[src/rtl/ppu_cpu_port.sv]
// CPU-side PPU register file: $2000-$3FFF decode, loopy v/t/x/w scroll state,
// buffered $2007 access arbitrated onto the shared VRAM bus, vblank/NMI status.
module ppu_cpu_port #(
    parameter int INC_DEFAULT = 1
) (
    input  logic        clock,
    input  logic        reset_n,
    input  logic [15:0] address,
    input  logic [7:0]  in,
    input  logic        rd,
    input  logic        we,
    output logic [7:0]  out,
    output logic        lock_cpu,
    input  logic        vblank_set,
    input  logic        vblank_clr,
    output logic        nmi,
    output logic        vram_req,
    input  logic        vram_gnt,
    output logic [13:0] vram_addr,
    input  logic [7:0]  vram_in,
    output logic [7:0]  vram_out,
    output logic        vram_we,
    output logic        pal_we,
    output logic [4:0]  pal_idx,
    output logic [5:0]  pal_data,
    output logic [7:0]  ctrl,
    output logic [7:0]  mask,
    output logic [14:0] scroll_t,
    output logic [2:0]  fine_x
);

    typedef enum logic [1:0] {
        IDLE    = 2'd0,
        WR_WAIT = 2'd1,
        RD_WAIT = 2'd2,
        RD_LAT  = 2'd3
    } state_t;

    state_t      state;
    state_t      state_next;

    logic [14:0] v;
    logic [14:0] t;
    logic        w;
    logic        vblank;
    logic [7:0]  rd_buf;
    logic [7:0]  wr_data;
    logic        sel;
    logic [2:0]  regn;
    logic        acc_rd;
    logic        acc_wr;
    logic        pal_range;
    logic [14:0] inc;
    logic [4:0]  pal_fold;
    logic        v_step;

    // Strobes are only honoured while unlocked; anything arriving during a stall is dropped.
    assign sel       = (address[15:13] == 3'b001);
    assign regn      = address[2:0];
    assign acc_rd    = rd & sel & (state == IDLE);
    assign acc_wr    = we & sel & (state == IDLE);
    assign pal_range = (v[13:8] == 6'h3F);
    assign inc       = ctrl[2] ? 15'd32 : 15'(INC_DEFAULT);
    // $10/$14/$18/$1C alias the backdrop entries $00/$04/$08/$0C.
    assign pal_fold  = {v[4] & (v[1:0] != 2'b00), v[3:0]};

    assign lock_cpu  = (state != IDLE);
    assign nmi       = vblank & ctrl[7];
    assign scroll_t  = t;
    assign vram_out  = wr_data;

    always_ff @(posedge clock) begin
        if (!reset_n) begin
            state <= IDLE;
        end else begin
            state <= state_next;
        end
    end

    always_comb begin
        state_next = state;
        vram_req   = 1'b0;
        vram_we    = 1'b0;
        v_step     = 1'b0;
        vram_addr  = v[13:0];
        case (state)
            IDLE: begin
                if (acc_wr && regn == 3'd7 && !pal_range) begin
                    state_next = WR_WAIT;
                end else if (acc_rd && regn == 3'd7) begin
                    state_next = RD_WAIT;
                end
            end
            WR_WAIT: begin
                vram_req = 1'b1;
                if (vram_gnt) begin
                    vram_we    = 1'b1;
                    v_step     = 1'b1;
                    state_next = IDLE;
                end
            end
            RD_WAIT: begin
                vram_req = 1'b1;
                // Palette reads refill the buffer from the nametable underneath.
                if (pal_range) begin
                    vram_addr = v[13:0] & 14'h2FFF;
                end
                if (vram_gnt) begin
                    state_next = RD_LAT;
                end
            end
            RD_LAT: begin
                v_step     = 1'b1;
                state_next = IDLE;
            end
            default: state_next = IDLE;
        endcase
    end

    always_ff @(posedge clock) begin
        if (!reset_n) begin
            ctrl     <= 8'h00;
            mask     <= 8'h00;
            t        <= 15'h0000;
            v        <= 15'h0000;
            fine_x   <= 3'd0;
            w        <= 1'b0;
            vblank   <= 1'b0;
            rd_buf   <= 8'h00;
            wr_data  <= 8'h00;
            out      <= 8'h00;
            pal_we   <= 1'b0;
            pal_idx  <= 5'd0;
            pal_data <= 6'd0;
        end else begin
            pal_we <= 1'b0;

            if (vblank_set) begin
                vblank <= 1'b1;
            end else if (vblank_clr || (acc_rd && regn == 3'd2)) begin
                vblank <= 1'b0;
            end

            if (v_step) begin
                v <= v + inc;
            end
            if (state == RD_LAT) begin
                rd_buf <= vram_in;
            end

            if (acc_wr) begin
                case (regn)
                    3'd0: begin
                        ctrl      <= in;
                        t[11:10]  <= in[1:0];
                    end
                    3'd1: mask <= in;
                    3'd5: begin
                        if (!w) begin
                            t[4:0] <= in[7:3];
                            fine_x <= in[2:0];
                            w      <= 1'b1;
                        end else begin
                            t[14:12] <= in[2:0];
                            t[9:5]   <= in[7:3];
                            w        <= 1'b0;
                        end
                    end
                    3'd6: begin
                        if (!w) begin
                            t[13:8] <= in[5:0];
                            t[14]   <= 1'b0;
                            w       <= 1'b1;
                        end else begin
                            t[7:0] <= in;
                            v      <= {t[14:8], in};
                            w      <= 1'b0;
                        end
                    end
                    3'd7: begin
                        if (pal_range) begin
                            pal_we   <= 1'b1;
                            pal_idx  <= pal_fold;
                            pal_data <= in[5:0];
                            v        <= v + inc;
                        end else begin
                            wr_data <= in;
                        end
                    end
                    default: ;
                endcase
            end

            if (acc_rd) begin
                case (regn)
                    3'd2: begin
                        // A read racing the vblank edge reports clear but keeps the flag.
                        out <= {vblank & ~vblank_set, 7'b0};
                        w   <= 1'b0;
                    end
                    3'd7:    out <= rd_buf;
                    default: out <= 8'h00;
                endcase
            end
        end
    end

endmodule

[config.mk]
export PLATFORM = sky130hd
export DESIGN_NAME = ppu_cpu_port
export DESIGN_NICKNAME = d
export VERILOG_FILES = /design/src/rtl/ppu_cpu_port.sv
export SDC_FILE = /design/constraint.sdc
export NUM_CORES = 1
export LEC_CHECK = 0
export BUFFER_PORTS_ARGS = -buffer_cell sky130_fd_sc_hd__buf_2
export CORE_MARGIN = 8
export CORE_UTILIZATION = 35
export CTS_CLUSTER_SIZE = 24
export DETAILED_ROUTE_END_ITERATION = 12
export PLACE_DENSITY = 0.61
export SETUP_SLACK_MARGIN = 0.05
export SKIP_LAST_GASP = 1
export SLEW_MARGIN = 20
export SYNTH_ARGS = -nofsm -noshare
export SYNTH_HDL_FRONTEND = slang
export SYNTH_SLANG_ARGS = --single-unit
export TNS_END_PERCENT = 100
[constraint.sdc]
create_clock -name clock -period 3.9 [get_ports clock]
set_input_delay 0.195 -clock clock [delete_from_list [all_inputs] [get_ports clock]]
set_output_delay 0.195 -clock clock [all_outputs]
set_load 0.005 [all_outputs]
==> results by group, run 1 <==
Outcome
  – Status: complete, no violations

CTS
  – Post-CTS setup buffers: 0
  – Worst-case clock buffer depth: 2
  – Worst-Skew Late Latency: 0.35 ns
  – Hold Buf Count CTS: 0
  – TritonCTS buffer count: 9
  – CTS clock-pin slew for the worst setup and hold paths: 0.06 ns
  – H-tree depth: 3
  – CTS tree: yes
  – Clk sinks: 88
  – Post-CTS Resized: 0
  – Clk root buf: clkbuf_16

Synth
  – Register bit total from synthesis: 88
  – Synth cell types: 63
  – Synthesized netlist net count: 568
  – Post-synth EDFFs: 0
  – Cells after synthesis: 521
  – Yosys warns: 0
  – FFs w/ async S/R, synth: 0%
  – Syn_area_per_cell: 8.47 sq um
  – Syn Std Cell Area: 4410 sq um
  – Seq/Total Area, Yosys: 39.9%
  – Main flop type after synthesis: dfxtp_1

Critical path
  – Worst Path Arrival: 2.64 ns
  – FF-to-FF End: v[11]
  – Reg2reg setup slack: 1.50 ns
  – Required time worst endpoint: 4.15 ns
  – Reg-to-reg startpoint: state[1]
  – Setup CP Type: register to register
  – CP Capture Type: register
  – Critical path fanouts, max: 14
  – Worst R2R Path Depth: 6
  – Nature of the critical path startpoint: register

Min path
  – Worst min-delay path category: primary input to register
  – Worst Hold Launch: vblank_set
  – Hold depth: 2
  – Hold Path Sink: vblank

Routing
  – Post-route DRC: 0
  – Vias/cell: 5.30
  – Drt total wl: 13500 microns
  – Vias: 4053
  – Routed len/inst: 17.6 microns
  – Pre-antenna DRT Iters: 5
  – Initial DRC Count: 223
  – Routed Antenna Nets: 0

Global route
  – Antenna violations before repair: 1
  – First-pass GRT wire length: 21300 microns
  – Pin count of the biggest net entering global routing: 51
  – Total gr overflow: 0
  – Number of global-route vias before repair: 4031
  – Total GRT Usage: 16.5%

Final layout
  – Nets: 634
  – Post-Layout Cell Count: 764
  – Commonest non-fill, non-tap cell in the layout: buf_2
  – Commonest cells after routing, fill and taps aside: buf_2, dfxtp_1, nor2_1
  – Area grow syn2layout: 17.4%
  – Layout cell share with drive strength beyond 1: 23.3%
  – Antenna diode count: 0
  – Post-route cell area: 5180 sq um
  – Fillers: 1277

STA
  – TNS Setup: 0 ns
  – Final Max Slew Viols: 0
  – Achievable frequency: 0.417 GHz
  – Final worst-path setup slack: 1.50 ns
  – Final Hold Vio Count: 0
  – Endpoints failing setup: 0
  – Final min period: 2.40 ns
  – RSZ-0062 raised after global routing: false
  – Clock skew: 0.00796 ns
  – Worst-margin pin slew: 0.860 ns
  – Tcrit/Tclk final: 61.4%
  – Slew margin rel.: 42.5%

Placement
  – DP HPWL: 9870 microns
  – Post-place instance area: 4870 sq um
  – Port buffer count: 108
  – Inst Count DP: 748
  – Placement Setup Slack: 1.40 ns
  – RePlAce Congestion: 0.842

Floorplanning
  – Ports: 119
  – DIE HEIGHT: 128 microns
  – Die area: 16500 sq um
  – Initial Util: 35.4%
  – DIE WIDTH: 128 microns
  – Core box area: 12500 sq um
  – Row count: 41

Pwr
  – PD cells: 376 nW/um^2
  – Power Total: 1.95 mW
  – Max VDD drop: 0.229 mV
  – Leak pwr: 2.25 nW

Flow run
  – Max-cap violations: 0
[flip-flops by register name, indices dropped and copies added (netlist names), 2 cells and up]
name	cells
fine_x	3
mask	8
rd_buf	8
out	8
pal_data	6
v	14
state	2
ctrl	8
scroll_t	15
pal_idx	5
vram_out	8
[cells by family after synthesis]
family,after synthesis,share of synthesized area [%]
fa+ha+maj,8,2.27
xor+xnor,15,2.98
buf+inv,61,7.54
mux,41,9.41
compound gates,116,16.9
flops,88,39.9
simple gates,192,21.0
[Yosys cell counts (3+ instances only)]
library cell   n  share of area [%]
mux2i_1       39                8.8
inv_1          7               0.60
a311oi_1       6                1.2
nand4_1        4               0.57
a21oi_1       46                5.2
nand3b_1       5               0.85
o22ai_1        7               0.99
o211ai_1       9                1.5
dfxtp_1       88                 40
xor2_1        13                2.6
nand2b_1       7               0.99
nand3_1       21                2.4
a211oi_1       5               0.85
clkbuf_1      20                1.7
nor3_1         3               0.34
nor2b_1        6               0.85
ha_1           8                2.3
o21ai_0       13                1.5
and3_1         6               0.85
buf_4         18                3.1
and2_1         7               0.99
nor2_1        65                5.5
a31oi_1        5               0.71
nand2_1       54                4.6
a21o_1         3               0.51
buf_2         10                1.1
buf_6          3               0.77
[cell type report]
class	instances	area (sq um)	area share [%]
multi-input combinational	372	2320	44.7
sequential	88	1760	34.0
timing repair buffer	109	548	10.6
clock buffer	10	229	4.42
tap	172	215	4.15
clock inverter	6	83.8	1.62
inverter	7	26.3	0.507
[through the flow]
stage	hold WS [ns]	utilization, %
2_1_floorplan	0.319	-
3_3_place_gp	0.414	39.1
3_5_place_dp	0.425	39.1
4_1_cts	0.0705	41.6
5_1_grt	0.0940	41.6
6_report	0.0816	41.6
[how the worst max path moves through the flow]
stage,end,cells past startpoint,start,slack (ns)
floorplan,ctrl[7],9,state[0],2.07
detailed placement,pal_idx[4],6,address[0],1.40
global route,v[1],6,state[0],1.28
CTS,ctrl[0],7,state[0],1.52
global placement,pal_idx[4],6,address[0],1.42
finish,v[11],6,state[1],1.50
[power by group]
group / total [mW] / internal (mW) / switching [mW] / leakage [nW]
Sequential: 0.907 / 0.903 / 0.00411 / 0.709
Clock: 0.920 / 0.559 / 0.361 / 0.156
Combinational: 0.123 / 0.0388 / 0.0847 / 1.38
[critical path, stage by stage, from the launching register on]
cell and delay, ns:
dfxtp_1 0.38, ha_1 0.55, a21o_1 0.47, and3_1 0.39, nand3_1 0.14, xor2_1 0.17, o22ai_1 0.18
[metal layers]
| layer | global-route usage, % | vias up | part of all wire, % |
|---|---|---|---|
| li1 | - | 1949 | - |
| met1 | 20.5 | 1933 | 44 |
| met2 | 26.8 | 144 | 47 |
| met3 | 3.62 | 25 | 6.1 |
| met4 | 7.55 | 2 | 2.4 |
| met5 | 0 | - | 0.097 |
Power figures use the tool's default switching activity.
==> inputs of run 2 (changes only) <==
PLACE_DENSITY = 0.63   (was 0.61)
clock period = 2.2 ns   (was 3.9 ns; I/O delays follow)
==> results by group, run 2 (synthesis gave the netlist of run 1 again) <==
Outcome
  – Status: complete, no violations (unchanged)

Flow run
  – Max-cap violations: 0 (unchanged)

Pwr
  – Leak pwr: 2.33 nW (was 2.25 nW)
  – Max VDD drop: 0.426 mV (was 0.229 mV)
  – PD cells: 648 nW/um^2 (was 376 nW/um^2)

Floorplanning
  – Core box area: 12500 sq um (unchanged)
  – Initial Util: 35.4% (unchanged)
  – Row count: 41 (unchanged)
  – Ports: 119 (unchanged)
  – DIE WIDTH: 128 microns (unchanged)
  – DIE HEIGHT: 128 microns (unchanged)
  – Die area: 16500 sq um (unchanged)

Routing
  – Routed Antenna Nets: 0 (unchanged)
  – Vias/cell: 5.15 (was 5.30)
  – Post-route DRC: 0 (unchanged)
  – Pre-antenna DRT Iters: 4 (was 5)
  – Drt total wl: 13400 microns (was 13500 microns)
  – Vias: 4020 (was 4053)
  – Initial DRC Count: 258 (was 223)
  – Routed len/inst: 17.2 microns (was 17.6 microns)

Global route
  – First-pass GRT wire length: 21000 microns (was 21300 microns)
  – Total GRT Usage: 16.4% (was 16.5%)
  – Antenna violations before repair: 1 (unchanged)
  – Total gr overflow: 0 (unchanged)
  – Pin count of the biggest net entering global routing: 35 (was 51)
  – Number of global-route vias before repair: 3972 (was 4031)

STA
  – Final Max Slew Viols: 0 (unchanged)
  – Endpoints failing setup: 0 (unchanged)
  – TNS Setup: 0 ns (unchanged)
  – Tcrit/Tclk final: 88.9% (was 61.4%)
  – Final min period: 1.96 ns (was 2.40 ns)
  – Achievable frequency: 0.511 GHz (was 0.417 GHz)
  – Slew margin rel.: 60.2% (was 42.5%)
  – Final Hold Vio Count: 0 (unchanged)
  – Worst-margin pin slew: 0.596 ns (was 0.860 ns)
  – RSZ-0062 raised after global routing: false (unchanged)
  – Clock skew: 0.00527 ns (was 0.00796 ns)

Critical path
  – Peak per-stage delay on the critical path: 0.37 ns (was 0.55 ns)
  – Nature of the critical path startpoint: register (unchanged)
  – Top Family by Delay on Critical Path: compound AO/OA/AOI/OAI gates (unchanged)
  – Cells along the critical path: inv_1 > ha_1 > buf_4 > nand3b_1 > or2_2 > o21ai_0 > a211o_1 > o311ai_0 (was ha_1 > a21o_1 > and3_1 > nand3_1 > xor2_1 > o22ai_1)
  – CP Capture Type: register (unchanged)
  – WP buf/inv: 2 (was 0)
  – Critical path fanouts, max: 4 (was 14)
  – Worst R2R Path Depth: 8 (was 6)
  – Required time worst endpoint: 2.41 ns (was 4.15 ns)
  – Critical Path Stages: 8 (was 6)
  – Worst Path Arrival: 2.16 ns (was 2.64 ns)
  – Slowest-stage cell, CP: or2_2 (was ha_1)
  – Setup CP Type: register to register (unchanged)

Min path
  – Hold depth: 3 (was 2)
  – Worst min-delay path category: primary input to register (unchanged)

Final layout
  – Post-route cell area: 5330 sq um (was 5180 sq um)
  – Layout cell share with drive strength beyond 1: 25.8% (was 23.3%)
  – Commonest cells after routing, fill and taps aside: buf_2, dfxtp_1, nor2_1 (unchanged)
  – Area grow syn2layout: 20.8% (was 17.4%)
  – Fillers: 1248 (was 1277)
  – Commonest non-fill, non-tap cell in the layout: buf_2 (unchanged)
  – Antenna diode count: 0 (unchanged)
  – Max FFs per register: 15 (unchanged)
  – Nets: 650 (was 634)

Placement
  – Post-place instance area: 4990 sq um (was 4870 sq um)
  – Port buffer count: 108 (unchanged)
  – RePlAce Congestion: 0.849 (was 0.842)
  – DP HPWL: 10000 microns (was 9870 microns)

CTS
  – TritonCTS buffer count: 9 (unchanged)
  – H-tree depth: 3 (unchanged)
  – Clk sinks: 88 (unchanged)
  – Worst-case clock buffer depth: 2 (unchanged)
  – Worst-Skew Late Latency: 0.34 ns (was 0.35 ns)
  – CTS tree: yes (unchanged)
  – Clk root buf: clkbuf_16 (unchanged)
  – CTS clock-pin slew for the worst setup and hold paths: 0.06 ns (about the same)
-- run 2: changes by cell type in the layout (fill, tap and decap cells not counted), sizes merged --
| cell | before | now |
|---|---|---|
| dlygate4sd3 | 0 | 1 |
| clkbuf | 10 | 14 |
| buf | 109 | 124 |
| bufinv | 2 | 1 |
| clkinv | 4 | 1 |
-- run 2: final cells by class --
cell class              count  area [sq um]  area share (%)
clock buffers              14           284            5.33
clock inverters             2          35.0           0.657
inverters                   7          26.3           0.493
multi-input cells         372          2330            43.6
flip-flops and latches     88          1760            33.0
well taps                 172           215            4.04
repair buffers            125           683            12.8
-- run 2: repair_timing --
item	in CTS	in global routing
hold endpoints to repair	1	0
gates resized for setup	0	4
setup endpoints to repair	0	18
buffers inserted	0	0
hold buffers	1	0
-- run 2: worst paths after layout --
path                            startpoint          to  slack, ns
worst max-delay path              state[0]        v[5]       0.24
worst min-delay path            vram_in[4]   rd_buf[4]       0.01
worst max register to register    state[0]        v[5]       0.24
worst min register to register  pal_idx[1]  pal_idx[1]       0.45
-- run 2: metal layers --
layer | GRT usage (%) | share of wire [%] | vias up
met3 | 4.53 | 6.7 | 26
met4 | 8.32 | 2.9 | 2
met2 | 26.6 | 48 | 129
met1 | 19.4 | 43 | 1881
li1 | - | - | 1982
met5 | 0 | 0.060 | -
-- run 2: per-stage QoR --
step	hold WS, ns	total power [mW]	worst slack [ns]	util (%)	std cells
floorplan	0.234	1.78	0.371	-	521
global placement	0.330	1.87	0.215	40.1	763
detailed placement	0.337	1.87	0.0815	40.1	763
CTS	0.00704	3.48	0.0658	42.7	780
global route	0.0280	3.57	0.123	42.8	780
finish	0.0126	3.45	0.245	42.8	780
-- run 2: power breakdown --
part           switching [mW]  internal (mW)  leakage [nW]
Sequential            0.00631           1.60         0.709
Combinational           0.153         0.0783          1.47
Clock                   0.612           1.00         0.159
Total                   0.771           2.68          2.33
-- run 2: worst min-delay path, delay by kind of cell --
family	cells	cell delay (ns)
mux	1	0.06
simple gates	1	0.07
buf+inv	1	0.08
